## src/rtl/sw_pattern_recorder_pkg.sv

```systemverilog
// Shared constants and FSM encoding for the switch pattern recorder.
// The blink-pattern player takes its slot timing from the same defaults.
package sw_pattern_recorder_pkg;

  typedef enum logic {
    ST_IDLE   = 1'b0,
    ST_RECORD = 1'b1
  } rec_state_t;

  // Slot period is 2^DEF_SLOT_W cycles, matching the player's counter[25:21].
  localparam int DEF_SLOT_W       = 21;
  localparam int DEF_PATTERN_LEN  = 32;
  // 3 ms of stable input at 16 MHz.
  localparam int DEF_DEBOUNCE_MAX = 48000;

endpackage

```

## src/rtl/sw_pattern_recorder_debounce.sv

```systemverilog
// Single-bit switch conditioner: two-flop synchronizer, debounce counter
// and registered rising-edge detect on the debounced level.
module sw_pattern_recorder_debounce
  import sw_pattern_recorder_pkg::*;
#(
  parameter int DEBOUNCE_MAX = DEF_DEBOUNCE_MAX
) (
  input  logic clk,
  input  logic rst,
  input  logic sw,
  output logic db,
  output logic rise
);

  localparam int CNT_W = $clog2(DEBOUNCE_MAX + 1);

  logic             sync1;
  logic             sync2;
  logic             db_d;
  logic [CNT_W-1:0] cnt;

  // Synchronize, count cycles of disagreement, follow once it persists,
  // and flag the cycle after the debounced level rises.
  // A change sampled at edge E reaches db at edge E+DEBOUNCE_MAX+2; any
  // agreement in between (a bounce) clears the count.
  always_ff @(posedge clk) begin
    if (rst) begin
      sync1 <= 1'b0;
      sync2 <= 1'b0;
      db    <= 1'b0;
      db_d  <= 1'b0;
      rise  <= 1'b0;
      cnt   <= '0;
    end else begin
      // NOTE: non-blocking assignments so every flop here samples the
      // pre-edge value of the others; blocking ones would collapse the
      // synchronizer chain into a single stage.
      sync1 <= sw;
      sync2 <= sync1;
      db_d  <= db;
      rise  <= db & ~db_d;
      if (sync2 == db) begin
        cnt <= '0;
      end else if (cnt == CNT_W'(DEBOUNCE_MAX)) begin
        db  <= sync2;
        cnt <= '0;
      end else begin
        cnt <= cnt + CNT_W'(1);
      end
    end
  end

endmodule

```

## src/rtl/sw_pattern_recorder.sv

```systemverilog
// Debounces the board switches and records a PATTERN_LEN-slot blink
// pattern from the data switch, armed by a rising edge on the arm switch.
// Bit i of PATTERN is the data switch level at the end of slot i.
module sw_pattern_recorder
  import sw_pattern_recorder_pkg::*;
#(
  parameter int NUM_SW       = 4,
  parameter int DEBOUNCE_MAX = DEF_DEBOUNCE_MAX,
  parameter int SLOT_W       = DEF_SLOT_W,
  parameter int PATTERN_LEN  = DEF_PATTERN_LEN,
  parameter int DATA_IDX     = 0,
  parameter int ARM_IDX      = 1
) (
  input  logic                           CLK,
  input  logic                           RST,
  input  logic [NUM_SW-1:0]              SW,
  output logic [NUM_SW-1:0]              SW_DB,
  output logic [NUM_SW-1:0]              SW_RISE,
  output logic [PATTERN_LEN-1:0]         PATTERN,
  output logic                           PATTERN_VALID,
  output logic                           RECORDING,
  output logic                           DONE,
  output logic [$clog2(PATTERN_LEN)-1:0] SLOT_IDX
);

  localparam int IDX_W = $clog2(PATTERN_LEN);

  for (genvar i = 0; i < NUM_SW; i++) begin : g_sw
    sw_pattern_recorder_debounce #(
      .DEBOUNCE_MAX(DEBOUNCE_MAX)
    ) u_debounce (
      .clk  (CLK),
      .rst  (RST),
      .sw   (SW[i]),
      .db   (SW_DB[i]),
      .rise (SW_RISE[i])
    );
  end

  rec_state_t             state;
  rec_state_t             state_next;
  logic [SLOT_W-1:0]      slot_cnt;
  logic [SLOT_W-1:0]      cnt_next;
  logic [IDX_W-1:0]       idx_next;
  logic [PATTERN_LEN-1:0] buffer;
  logic [PATTERN_LEN-1:0] buf_next;
  logic [PATTERN_LEN-1:0] sampled;
  logic [PATTERN_LEN-1:0] pat_next;
  logic                   valid_next;
  logic                   done_next;
  logic                   arm;
  logic                   terminal;
  logic                   final_slot;

  assign arm        = SW_RISE[ARM_IDX];
  assign terminal   = (slot_cnt == '1);
  assign final_slot = (SLOT_IDX == IDX_W'(PATTERN_LEN - 1));
  assign RECORDING  = (state == ST_RECORD);

  // Capture buffer as it would look with the current slot's bit stored.
  always_comb begin
    sampled           = buffer;
    sampled[SLOT_IDX] = SW_DB[DATA_IDX];
  end

  // Next-state logic: completion of the final slot outranks a coincident
  // arm edge; otherwise an arm edge (re)starts a clean recording.
  always_comb begin
    // NOTE: every target gets a default first so no path leaves one
    // unassigned, which would infer a latch.
    state_next = state;
    cnt_next   = slot_cnt;
    idx_next   = SLOT_IDX;
    buf_next   = buffer;
    pat_next   = PATTERN;
    valid_next = PATTERN_VALID;
    done_next  = 1'b0;
    case (state)
      ST_IDLE: begin
        if (arm) begin
          state_next = ST_RECORD;
          cnt_next   = '0;
          idx_next   = '0;
          buf_next   = '0;
        end
      end
      ST_RECORD: begin
        if (terminal && final_slot) begin
          state_next = ST_IDLE;
          cnt_next   = '0;
          idx_next   = '0;
          buf_next   = sampled;
          pat_next   = sampled;
          valid_next = 1'b1;
          done_next  = 1'b1;
        end else if (arm) begin
          cnt_next = '0;
          idx_next = '0;
          buf_next = '0;
        end else begin
          cnt_next = slot_cnt + SLOT_W'(1);
          if (terminal) begin
            buf_next = sampled;
            idx_next = SLOT_IDX + IDX_W'(1);
          end
        end
      end
      default: state_next = ST_IDLE;
    endcase
  end

  // State and datapath registers; reset discards any result as well.
  always_ff @(posedge CLK) begin
    if (RST) begin
      // NOTE: the capture buffer and PATTERN are ordinary flops and are
      // cleared here too, so a reset never leaves a stale pattern behind.
      state         <= ST_IDLE;
      slot_cnt      <= '0;
      SLOT_IDX      <= '0;
      buffer        <= '0;
      PATTERN       <= '0;
      PATTERN_VALID <= 1'b0;
      DONE          <= 1'b0;
    end else begin
      state         <= state_next;
      slot_cnt      <= cnt_next;
      SLOT_IDX      <= idx_next;
      buffer        <= buf_next;
      PATTERN       <= pat_next;
      PATTERN_VALID <= valid_next;
      DONE          <= done_next;
    end
  end

endmodule

```

## config.mk

```make
export PLATFORM = sky130hd
export DESIGN_NAME = sw_pattern_recorder
export DESIGN_NICKNAME = d
export VERILOG_FILES = /design/src/rtl/sw_pattern_recorder_pkg.sv /design/src/rtl/sw_pattern_recorder_debounce.sv /design/src/rtl/sw_pattern_recorder.sv
export SDC_FILE = /design/constraint.sdc
export NUM_CORES = 1
export LEC_CHECK = 0
export CORE_ASPECT_RATIO = 0.75
export CORE_MARGIN = 4
export CORE_UTILIZATION = 53
export CTS_BUF_LIST = sky130_fd_sc_hd__clkbuf_4 sky130_fd_sc_hd__clkbuf_8 sky130_fd_sc_hd__clkbuf_16
export DETAILED_ROUTE_END_ITERATION = 16
export PLACE_DENSITY = 0.81
export SLEW_MARGIN = 20
export SYNTH_ARGS = -nofsm -noshare
export SYNTH_HDL_FRONTEND = slang
export SYNTH_HIERARCHICAL = 1
export SYNTH_SLANG_ARGS = --single-unit
```

## constraint.sdc

```tcl
create_clock -name CLK -period 2.1 [get_ports CLK]
set_input_delay 0.63 -clock CLK [delete_from_list [all_inputs] [get_ports CLK]]
set_output_delay 0.63 -clock CLK [all_outputs]
set_load 0.02 [all_outputs]
```

==> flow_summary.json <==
{
  "status": "completed",
  "sw_frac_of_total": 0.214,
  "power.switching_w": 0.00139,
  "hold_viol_final": 0,
  "postCtsHoldBufs": 0,
  "netlist_area_sq_um": 7760,
  "h-tree-depth": 4,
  "hp-class": "reg2reg",
  "drt_first_iter_violations": 453,
  "clk-insertion-delay-late_ps": 430,
  "wl_mm": 16.3,
  "grt_overflow_total": 0,
  "yosys_warnings": 6,
  "via_per_inst": 5.44,
  "synth_cells": 859,
  "slew_violations": 0,
  "grt_usage": 0.200,
  "drive_above_1_share": 0.115,
  "peakVddDrop_mv": 0.604,
  "met2_length_mm": 7.21,
  "fin_hold_ws_ps": 388,
  "cp_max_fo": 6,
  "die_w_um": 148,
  "totalPowerFinal_w": 0.00648,
  "synthAdderAreaFrac": 0.0226,
  "cts-root-buf": "clkbuf_16",
  "post-route-period-util": 0.976,
  "fmax_mhz": 488,
  "routedWlPerCell_um": 14.4,
  "end_kind": "flip-flop",
  "power.internal_w": 0.00509,
  "maxSlewHeadroom": 0.531,
  "pwr-share-comb": 0.014,
  "fin_crit_ps": 2050,
  "cp_top_family": "simple AND/OR/NAND/NOR gates",
  "ys_seq_area_frac": 0.456,
  "cts.clk_slew.worst_paths_ps": 70,
  "synth-compound-area-share": 0.105,
  "n_antenna_cell": 0,
  "critPathKind": "reg2reg",
  "final_antenna_net_count": 0,
  "path_cells": "ha_4, and3_4, ha_4, nand2_2, nor4_4, a211oi_2, buf_4, and3_4, a221o_1",
  "finClkSkew_ps": 6.69,
  "initial_core_util": 0.539,
  "cpPeakStageDelay_ps": 360,
  "syn_nets": 879,
  "pwr-share-seq": 0.521,
  "power_frac_clock": 0.465,
  "tightestPinTransition_ps": 704,
  "cap_viol_max_count": 0,
  "top_layer_used": "met5",
  "clock-sinks": 177,
  "synthXorXnorAreaFrac": 0.0733,
  "pin_count": 54,
  "drtPass1Iterations": 4,
  "async_flop_share": 0,
  "grt_max_degree": 58,
  "syn2layout_area_growth_pct": 18.9,
  "grt_pass1_vias": 5734,
  "core_sq_um": 14400,
  "rows": 38,
  "synth_ff_type": "dfxtp_1",
  "final_nets": 944,
  "antenna_found_initial": 1,
  "dr_wl_met3_um": 689,
  "clk_path_buf_depth": 2,
  "placed_area_sq_um": 8610,
  "rsz0062_at_grt": "yes",
  "final_cell_area_sq_um": 9230,
  "post_cts_buffers": 0,
  "arrival_ps": 2370,
  "cts_tree": "built",
  "synthDistinctLibCells": 53,
  "cp_slowest_cell": "dfxtp_2",
  "portBuffers": 53,
  "p_leak_nw": 3.25,
  "grt_pass1_wl_mm": 27.4,
  "final_cell_mix": "dfxtp_1 (174), nor2_1 (142), nand2_1 (71)",
  "via_count": 6190,
  "die_area_sq_um": 16700,
  "p_per_area_nw_per_um2": 702,
  "gp_congestion": 0.863,
  "die_h_um": 113,
  "synth_top_family_by_area": "simple AND/OR/NAND/NOR gates",
  "drc_errors": 0,
  "synth_seq_cells": 177,
  "crit_buf_inv": 1,
  "final_common_cell": "dfxtp_1",
  "cts_buffers": 17,
  "critPathRequiredTime_ps": 2420,
  "cp-start-kind": "flip-flop",
  "nFillCells": 1163,
  "synthSimpleGateAreaFrac": 0.253,
  "synthMuxAreaShare": 0.0477,
  "syn_area_per_cell_sq_um": 9.04,
  "wl_met1_mm": 8.24,
  "synth_edf_count": 0,
  "setup_viol": 0,
  "dpl.hpwl_mm": 11.0
}
path summary, 6_finish.rpt:
check | start | to | slack [ps] | cells after the start
worst max register to register | SLOT_IDX[1] | slot_cnt[4] | 50 | 9
worst min register to register | g_sw[1].u_debounce/db_d | g_sw[1].u_debounce/rise | 390 | 1
worst min-delay path | g_sw[1].u_debounce/db_d | g_sw[1].u_debounce/rise | 390 | 1
worst max-delay path | SLOT_IDX[1] | slot_cnt[4] | 50 | 9
flip-flops by register name, indices dropped and copies added, names as in the netlist, 5 cells and up:
name	cells
slot_cnt	21
buffer	32
g_sw.u_debounce/cnt	64
SLOT_IDX	5
PATTERN	32
Yosys cell counts (3+ instances only):
cell type    n  area (sq um)
a211oi_1    24           180
a211oi_2    11           138
a21oi_1     11          55.1
a31oi_1      9          56.3
and3_1      12          75.1
and4_1       3          26.3
buf_2        3          15.0
buf_4        5          37.5
buf_6        6          67.6
clkbuf_1    19          71.3
dfxtp_1    177          3540
ha_1        14           175
inv_1       31           116
mux2i_1     37           370
nand2_1     72           270
nand2b_1    15          93.8
nand3_1     47           235
nand3b_1     4          30.0
nand4_1     11          68.8
nand4_2      4          50.1
nor2_1     142           533
nor2b_1     10          62.6
nor3_1      28           140
nor4_1      16           100
nor4_4       3          63.8
nor4b_1      5          43.8
o21ai_0     35           175
o31ai_4      4          85.1
or4_4        4          45.0
xnor2_1     49           429
xor2_1      16           140
through the flow:
stage	std cells	setup TNS [ps]	util	setup WS, ps
finish	1137	0	0.641	50.0
global route	1137	-14.0	0.641	-14.0
CTS	1136	0	0.636	5.30
detailed placement	1104	0	0.598	54.7
global placement	1104	0	0.598	129
floorplan	859	0	-	0.991
metal layers:
metal / GRT usage / vias to the layer above
met3: 0.0576 / 23
li1: - / 3101
met2: 0.301 / 126
met1: 0.284 / 2938
met5: 0 / -
met4: 0.0509 / 2
final cells by class:
| cell class | count | area (sq um) | share of cell area |
|---|---|---|---|
| flip-flops and latches | 177 | 3550 | 0.384 |
| clock buffers | 20 | 454 | 0.0492 |
| well taps | 200 | 250 | 0.0271 |
| inverters | 31 | 116 | 0.0126 |
| repair buffers | 83 | 807 | 0.0875 |
| multi-input cells | 614 | 3940 | 0.427 |
| clock inverters | 12 | 113 | 0.0122 |
cells by family (layout without fill, tap and decap cells):
family	Yosys count	count (layout)
compound gates	109	109
mux	37	37
buf+inv	68	146
xor+xnor	65	65
simple gates	389	389
fa+ha+maj	14	14
flops	177	177
repair_timing:
| item | 4_1_cts | 5_1_grt |
|---|---|---|
| gates cloned | 0 | 1 |
| pin swaps | 0 | 3 |
| resized for setup | 8 | 13 |
| setup endpoints to repair | 8 | 12 |
power groups by stage:
| stage | clock (W) | sequential [W] | combinational [W] |
|---|---|---|---|
| final | 0.00301 | 0.00337 | 0.0000918 |
| after detailed placement | 0 | 0.00345 | 0.0000916 |
| after global placement | 0 | 0.00345 | 0.0000911 |
| after floorplan | 0 | 0.00345 | 0.0000572 |
| after CTS | 0.00308 | 0.00337 | 0.0000922 |
| after global routing | 0.00323 | 0.00337 | 0.000101 |
Note: power is estimated with default switching activity, not from simulation.
